[config.mk]
export PLATFORM = sky130hd
export DESIGN_NAME = inst_queue
export DESIGN_NICKNAME = d
export VERILOG_FILES = /design/src/rtl/inst_queue_pkg.sv /design/src/rtl/inst_queue.sv
export SDC_FILE = /design/constraint.sdc
export NUM_CORES = 1
export LEC_CHECK = 0
export BUFFER_PORTS_ARGS = -buffer_cell sky130_fd_sc_hd__buf_2
export CORE_UTILIZATION = 35
export CTS_BUF_LIST = sky130_fd_sc_hd__clkbuf_4 sky130_fd_sc_hd__clkbuf_8
export DETAILED_ROUTE_END_ITERATION = 10
export PLACE_DENSITY_LB_ADDON = 0.2
export SLEW_MARGIN = 10
export SYNTH_ARGS = -nofsm -noshare
export SYNTH_HDL_FRONTEND = slang
export SYNTH_SLANG_ARGS = --single-unit
[constraint.sdc]
create_clock -name clk -period 3.14 [get_ports clk]
set_input_delay 0.314 -clock clk [delete_from_list [all_inputs] [get_ports clk]]
set_output_delay 0.314 -clock clk [all_outputs]
set_load 0.1 [all_outputs]
[src/rtl/inst_queue_pkg.sv]
// Shared widths and constants for the fetch / instruction-queue / decode slice.
package inst_queue_pkg;

    localparam int          IQ_WORD  = 32;
    localparam int          IQ_ADDR  = 16;
    localparam int          IQ_DEPTH = 4;
    localparam logic [31:0] INST_NOP = 32'h0000_0000;

endpackage

[src/rtl/inst_queue.sv]
// Instruction buffer between fetch and decode: a DEPTH-entry circular FIFO of
// {instruction, address} that presents the oldest entry to decode.
module inst_queue
    import inst_queue_pkg::*;
#(
    parameter int WORD  = IQ_WORD,
    parameter int ADDR  = IQ_ADDR,
    parameter int DEPTH = IQ_DEPTH,
    parameter int PTR_W = $clog2(DEPTH)
) (
    input  logic            clk,
    input  logic            reset,
    input  logic            v_i,
    input  logic [WORD-1:0] inst_i,
    input  logic [ADDR-1:0] pc_i,
    output logic            stall_o,
    input  logic            flush,
    output logic            v_o,
    output logic [WORD-1:0] inst_o,
    output logic [ADDR-1:0] pc_o,
    input  logic            stall_i
);

    localparam logic [PTR_W:0] FULL = (PTR_W + 1)'(DEPTH);

    logic [WORD-1:0]  inst_q [DEPTH];
    logic [ADDR-1:0]  pc_q   [DEPTH];
    logic [PTR_W-1:0] wr_ptr;
    logic [PTR_W-1:0] rd_ptr;
    logic [PTR_W:0]   count;
    logic             push;
    logic             pop;

    // Status is derived from registered count only, so stall_i never reaches stall_o.
    assign stall_o = (count == FULL);
    assign v_o     = (count != '0);

    assign push = v_i & ~stall_o & ~flush;
    assign pop  = v_o & ~stall_i & ~flush;

    always_ff @(posedge clk or negedge reset) begin
        if (!reset) begin
            wr_ptr <= '0;
            rd_ptr <= '0;
            count  <= '0;
        end else if (flush) begin
            wr_ptr <= '0;
            rd_ptr <= '0;
            count  <= '0;
        end else begin
            if (push) wr_ptr <= wr_ptr + 1'b1;
            if (pop)  rd_ptr <= rd_ptr + 1'b1;
            case ({push, pop})
                2'b10:   count <= count + 1'b1;
                2'b01:   count <= count - 1'b1;
                default: count <= count;
            endcase
        end
    end

    // Storage has no reset; stale entries are masked by count.
    always_ff @(posedge clk) begin
        if (push) begin
            inst_q[wr_ptr] <= inst_i;
            pc_q[wr_ptr]   <= pc_i;
        end
    end

    assign inst_o = v_o ? inst_q[rd_ptr] : WORD'(INST_NOP);
    assign pc_o   = v_o ? pc_q[rd_ptr]   : '0;

endmodule

Word-level counts from Yosys, hierarchy flattened

Memory sizes are Yosys's and may differ from the RTL's.
Cells that the tools add are included.

Logic and storage cells: 33
Register bits after elaboration: 7
Memories: 2
Input bits: 53
Bits in writable memories: 192

Multiplexer cells: 10
Equality and inequality tests: 3
Reduce and logical (&&, ||, !) cells: 4
Add/subtract/negate cells: 4
Bitwise operators: 7

Memories:

| memory | words | bits a word | read ports | clocked after memory_dff | wr ports | line             | RTL |
|---|---|---|---|---|---|---|---|
| inst_q | 4     | 32          | 1          | 0                        | 1        | inst_queue.sv:26 | `logic [WORD-1:0] inst_q [DEPTH];` |
| pc_q   | 4     | 16          | 1          | 0                        | 1        | inst_queue.sv:27 | `logic [ADDR-1:0] pc_q [DEPTH];` |

Operators with widths:

| cell                                                                  | number |
|---|---|
| 32-bit two-way mux                                                    | 1 |
| 16-bit two-way mux                                                    | 1 |
| 2-bit two-way mux                                                     | 4 |
| 3-bit case mux with 2 select lines                                    | 1 |
| 3-bit nonzero test                                                    | 2 |
| 2-bit by 1-bit adder with 2-bit output, second input constant         | 2 |
| 1-bit AND                                                             | 4 |
| 2-bit nonzero test                                                    | 2 |
| 3-bit by 1-bit adder with 3-bit output, second input constant         | 1 |
| 3-bit equality test, second input constant                            | 1 |
| 3-bit two-way mux                                                     | 1 |
| 1-bit NOT                                                             | 3 |
| 3-bit by 1-bit subtractor with 3-bit output, second input constant    | 1 |
| 2-bit by 1-bit equality test with 1-bit output, second input constant | 1 |
| 2-bit equality test, second input constant                            | 1 |
| 1-bit two-way mux                                                     | 2 |

Depth between registers and ports, before layout

Gate-level depths: netlist (run 1).

Depth in word-level cells: 7
Gate-level depth with buffers: 8
Gate-level depth less buffers: 8

Worst setup path before layout (run 1)

No wires, ideal clock.

Path kind: reg2out
Start: reg rd_ptr[0]
End: out inst_o[0]
Path buffers: 2
Stages on the path, launching flop included: 5
Data arrival time: 2.315 ns
Setup slack: 0.511 ns
Required time: 2.826 ns
Cells stage by stage: dfrtp_1 > buf_6 > buf_12 > mux4_2 > nor2b_1

Word-level cells in the longest chain between the ends: 2

Ends and longest elaborated chain:

| item                   | line             | RTL |
|---|---|---|
| from (decl)            | inst_queue.sv:29 | `logic [PTR_W-1:0] rd_ptr;` |
| from (signal assigned) | inst_queue.sv:52 | `if (pop) rd_ptr <= rd_ptr + 1'b1;` |
| memory 4 x 32 bit      | --               |  |
| 32-bit two-way mux     | inst_queue.sv:69 | `assign inst_o = v_o ? inst_q[rd_ptr] : WORD'(INST_NOP);` |
| to (decl)              | inst_queue.sv:19 | `output logic [WORD-1:0] inst_o,` |

No other way between the ends.

Worst setup path in the final report (run 1)

Start: reg rd_ptr[0]
End: out pc_o[6]

Word-level cells in the longest chain between the ends: 2

Ends and longest elaborated chain:

| item               | line             | RTL |
|---|---|---|
| memory 4 x 16 bit  | --               |  |
| 16-bit two-way mux | inst_queue.sv:70 | `assign pc_o = v_o ? pc_q[rd_ptr] : '0;` |
| to (decl)          | inst_queue.sv:20 | `output logic [ADDR-1:0] pc_o,` |

No other way between the ends.

==> results of run 1 <==
[cell usage after synthesis, types with 4 or more instances]
cell / number
inv_1: 8
nor2b_1: 44
a21oi_1: 6
ha_1: 4
and2_1: 4
buf_12: 4
buf_2: 8
edfxtp_1: 192
dfrtp_1: 7
nor2_1: 7
nor2b_4: 6
mux4_2: 48
[final timing paths]
| kind | startpoint | to | slack [ns] |
|---|---|---|---|
| worst min register to register | wr_ptr[1] | wr_ptr[1] | 0.66 |
| min in group asynchronous | reset | count[2] | 0.21 |
| worst max register to register | count[0] | count[1] | 0.83 |
| worst min-delay path | inst_i[16] | inst_q[2][16] | 0.06 |
| worst max-delay path | rd_ptr[0] | pc_o[6] | 0.29 |
| max in group asynchronous | reset | rd_ptr[0] | 2.72 |
[critical path: stages (launching register included)]
cell,delay (ns)
dfrtp_4,0.77
buf_4,0.34
mux4_2,0.53
nor2b_1,0.14
buf_2,0.30
[what timing repair did]
action,in CTS,in global routing
setup buffers,0,0
hold buffers,1,0
endpoints found under the hold margin,7,0
gates resized for setup,0,0
endpoints found under the setup margin,0,0
[state kept, by name, indices dropped and copies added (netlist names)]
| register | flops |
|---|---|
| inst_q | 128 |
| pc_q | 64 |
| count | 3 |
| rd_ptr | 2 |
| wr_ptr | 2 |
[area by class of cell]
type	count	area, µm²	share of cell area
Inverter	8	30.0	0.00325
Tap cell	280	350	0.0379
Sequential cell	199	5950	0.643
Multi-Input combinational cell	142	1770	0.191
Timing Repair Buffer	119	691	0.0747
Clock inverter	14	210	0.0227
Clock buffer	18	241	0.0261
Antenna cell	2	5.00	0.000541
[metrics by stage]
step / hold slack (ns) / total power [mW]
final: 0.0582 / 6.16
after global routing: 0.00931 / 6.38
after CTS: 0.0221 / 6.24
after detailed placement: 0.173 / 4.47
after global placement: 0.172 / 4.45
after floorplan: 0.0184 / 4.22
[layout by cell type, fill, tap and decap left out, types with 2 or more instances in the layout]
master,count
a211oi_1,2
a21oi_1,6
and2_2,4
buf_12,4
buf_2,102
buf_4,12
bufinv_16,3
clkbuf_8,17
clkinv_4,2
clkinv_8,2
dfrtp_1,5
diode_2,2
edfxtp_1,192
ha_1,4
inv_1,8
inv_6,2
inv_8,4
mux4_2,48
nor2_1,7
nor2b_1,44
nor2b_4,6
nor3_1,2
o21ai_0,2
o21ai_1,2
or3_1,2
xnor2_1,2
[power groups by stage]
stage / Combinational, mW / Clock, mW / Sequential [mW]
floorplan: 1.13 / 0 / 3.09
global placement: 1.33 / 0 / 3.12
detailed placement: 1.34 / 0 / 3.12
CTS: 1.34 / 1.83 / 3.06
global route: 1.38 / 1.93 / 3.07
finish: 1.32 / 1.78 / 3.06
[routing by layer]
layer  share of wire  vias to the layer above
li1                -                     1717
met1            0.39                     1931
met2            0.54                       84
met3           0.046                       16
met4           0.017                        4
met5          0.0015                        -
[cells by family after synthesis]
family | Yosys count | synth area share
adder cells (fa/ha/maj) | 5 | 0.00885
buffers and inverters | 28 | 0.0272
multiplexers | 49 | 0.138
XOR/XNOR | 2 | 0.00221
AO/OA/AOI/OAI | 17 | 0.0150
AND/OR/NAND/NOR | 69 | 0.0582
flip-flops | 199 | 0.751
==> flow_summary.ini, run 1 <==
[grt]
use_met1 = 0.156
track_usage = 0.140
grt.met2_usage = 0.251
top_usage_layer = met2
grt_pass1_wl_um = 23700
grt_pass1_vias = 4169
antenna_found_initial = 4
grt_start_max_net_pins = 53
overflow = 0
use_met3 = 0.0395

[power]
switching_share = 0.324
p_sw_mw = 2.00
pwr-share-comb = 0.214
clockPowerShare = 0.289
internal-power_mw = 4.16
ir_drop_uv = 277
power_density_nw_per_um2 = 667
p_seq_frac = 0.497
power_leakage_nw = 3.14

[routing]
drc = 8
via_per_inst = 4.80
first_iter_violations = 214
drt.antenna.violating_nets = 0
post_drt_wl_per_cell_um = 19.2
vias = 3752
routed_wirelength_um = 15000
drt_pass1_iterations = 10

[placed_design]
port-buffer-count = 102
pre_cts_slack_ns = 0.701
place_congestion = 0.673
place_inst = 747
dpl.hpwl_um = 9360
placed_area_um2 = 8780

[min_path]
hp-class = primary input to register
worstHoldPathCells = 1

[sta]
setup_tns_ns = 0
slew_headroom = 0.596
timing.final.ws_setup_ns = 0.285
worst_clock_skew_ns = 0.0187
min_period_ns = 2.85
worst_pin_slew_ns = 0.606
slew_violations = 0
clock.fmax_ghz = 0.350
setup_viol = 0
hold_viol = 0
rsz0062_at_grt = no
fin_crit_sh = 0.909

[finish]
area_delta_synth_final_pct = 16.8
nFillCells = 1979
final_core_util = 0.420
nets = 545
drive_gt1_frac = 0.424
final_cells = 782
final_area_um2 = 9240

[synthesis]
synth.avg_cell_area_um2 = 21.4
synth_cells = 369
yosysSeqAreaShare = 0.751
ys_warn_count = 0
synth-edff-count = 192
synth_top_area_cell = edfxtp_1
synth_top_area_frac = 0.729
async_flop_share = 0.0352
syn_nets = 427
synth_cell_types = 34
synth_flop_cell = edfxtp_1
yosys-top-cells-area = edfxtp_1, mux4_2, nor2b_1, dfrtp_1, nor2b_4
ys_ff_latch = 199
synth_area_um2 = 7910

[cts]
htree_levels = 4
cts_num_sinks = 199
clock_path_buffers = 2
insertion_delay_ns = 0.46
clkTransAtPathRegs_ns = 0.11
clock-root-buffer = clkbuf_8
cts_tree = built
cts_buffers = 17

[status]
status = finished with violations
violations = DRC

[die]
io_pins = 103
die_w_um = 152
die_area_um2 = 23200
num_rows = 54
initial_core_util = 0.359
die_h_um = 152
core_area_um2 = 22000

[worst_setup_path]
crit_type = register to primary output
end_kind = primary output
rr_worst_depth = 6
cp-start-kind = register
critPathArrivalTime_ns = 2.54
worstPathMaxFanout = 28
critPathRequiredTime_ns = 2.83

[flow_run]
max_cap_viol_count = 0
Power figures use the tool's default switching activity.
==> inputs of run 2 (changes only) <==
==> constraint.sdc (replaced) <==
create_clock -name clk -period 3.14 [get_ports clk]
set_input_delay 0.314 -clock clk [delete_from_list [all_inputs] [get_ports clk]]
set_output_delay 0.314 -clock clk [all_outputs]
set_load 0.02 [all_outputs]
==> run 2 against run 1 <==
The flow still finishes with violations (DRC). Non-clock buffer count decreased by 3. Critical path depth unchanged. Global-route usage decreased by 0.12 points. Sequential share of layout area increased by 0.53 points.
==> flow_summary.ini, run 2 (synthesized netlist as in run 1, its figures left out) <==
[status]
status = finished with violations
violations = DRC

[die]
num_rows = 54
die_area_um2 = 23200
die_w_um = 152
core_area_um2 = 22000
initial_core_util = 0.359
die_h_um = 152
io_pins = 103

[placed_design]
pre_cts_slack_ns = 0.851
place_congestion = 0.672
dpl.hpwl_um = 9140
port-buffer-count = 102
placed_area_um2 = 8780
place_inst = 744

[cts]
cts_num_sinks = 199
cts_tree = built
post-cts-setup-buffers = 0
htree_levels = 4
clkTransAtPathRegs_ns = 0.10
clock-root-buffer = clkbuf_8
insertion_delay_ns = 0.46
clock_path_buffers = 2
cts_buffers = 17

[worst_setup_path]
crit_buf_inv = 2
cp-start-kind = register
worstPathCellList = buf_12, mux4_2, nor2b_1, buf_2
end_kind = primary output
crit_type = register to primary output
critical_path_depth = 4
crit_slowest_cell = dfrtp_4
critPathRequiredTime_ns = 2.83
worstPathMaxFanout = 26
rr_worst_depth = 8
critPathTopFamily = flip-flops
cpPeakStageDelay_ns = 0.67
critPathArrivalTime_ns = 2.33

[min_path]
worstHoldPathCells = 1
hp-class = primary input to register

[sta]
hold_viol = 0
holdWs_ns = 0.0623
min_period_ns = 2.65
clock.fmax_ghz = 0.378
worst_clock_skew_ns = 0.0169
worst_pin_slew_ns = 0.786
rsz0062_at_grt = no
setup_tns_ns = 0
timing.final.ws_setup_ns = 0.495
slew_violations = 0
slew_headroom = 0.476
setup_viol = 0
fin_crit_sh = 0.842

[grt]
grt_pass1_wl_um = 23600
antenna_found_initial = 0
track_usage = 0.138
overflow = 0
grt_pass1_vias = 4061
grt_start_max_net_pins = 53

[routing]
drt_pass1_iterations = 7
via_per_inst = 4.89
post_drt_wl_per_cell_um = 19.4
vias = 3800
routed_wirelength_um = 15100
drc = 8
drt.antenna.violating_nets = 0
first_iter_violations = 117

[finish]
drive_gt1_frac = 0.416
regMostFlops = inst_q
reg_top3 = inst_q x128, pc_q x64, count x3
most-common-layout-cells = edfxtp_1, buf_2, mux4_2, nor2b_1, clkbuf_8
diodes = 0
area_delta_synth_final_pct = 15.8
layout_commonest_cell = edfxtp_1
final_area_um2 = 9170
final_cells = 777
largest_register_ffs = 128
nets = 542
final_core_util = 0.416

[power]
power_mw = 5.36
ir_drop_uv = 208
power_density_nw_per_um2 = 584
power_leakage_nw = 3.09

[flow_run]
max_cap_viol_count = 0
==> run 2: final timing paths <==
path | from | end | slack (ns)
max in group asynchronous | reset | rd_ptr[0] | 2.70
worst min register to register | wr_ptr[1] | wr_ptr[1] | 0.63
worst max-delay path | rd_ptr[0] | inst_o[14] | 0.49
worst max register to register | count[0] | count[1] | 0.85
worst min-delay path | pc_i[3] | pc_q[2][3] | 0.06
min in group asynchronous | reset | wr_ptr[0] | 0.24
==> run 2: area by class of cell <==
class                           count  area (µm²)
Timing Repair Buffer              116         693
Multi-Input combinational cell    142        1770
Clock inverter                     15         145
Fill cell                        1997       12900
Inverter                            8        30.0
Tap cell                          280         350
Clock buffer                       17         234
Sequential cell                   199        5950
==> run 2: where the power goes <==
group	internal (mW)	leakage, nW	switching (mW)
clock	0.646	0.188	0.916
combinational	0.315	1.07	0.427
sequential	3.00	1.83	0.0476
total	3.97	3.09	1.39
==> run 2: layer usage <==
metal | track usage | share of wire | vias up
met2 | 0.242 | 0.53 | 71
met5 | 0 | 0 | -
li1 | - | - | 1704
met3 | 0.0330 | 0.034 | 10
met1 | 0.168 | 0.42 | 2015
met4 | 0.0481 | 0.011 | 0
==> run 2: timing repair <==
action,in CTS,in global routing
hold buffers,1,0
endpoints found under the hold margin,7,0
resized for setup,0,0
==> run 2: worst register-to-register path: stages, from the launching register on <==
cell and delay [ns]:
dfrtp_1 0.52, nor2_1 0.23, inv_1 0.09, a2111oi_0 0.53, fa_1 0.53, inv_1 0.07
a211oi_1 0.04, o21ai_1 0.09, a211oi_1 0.08
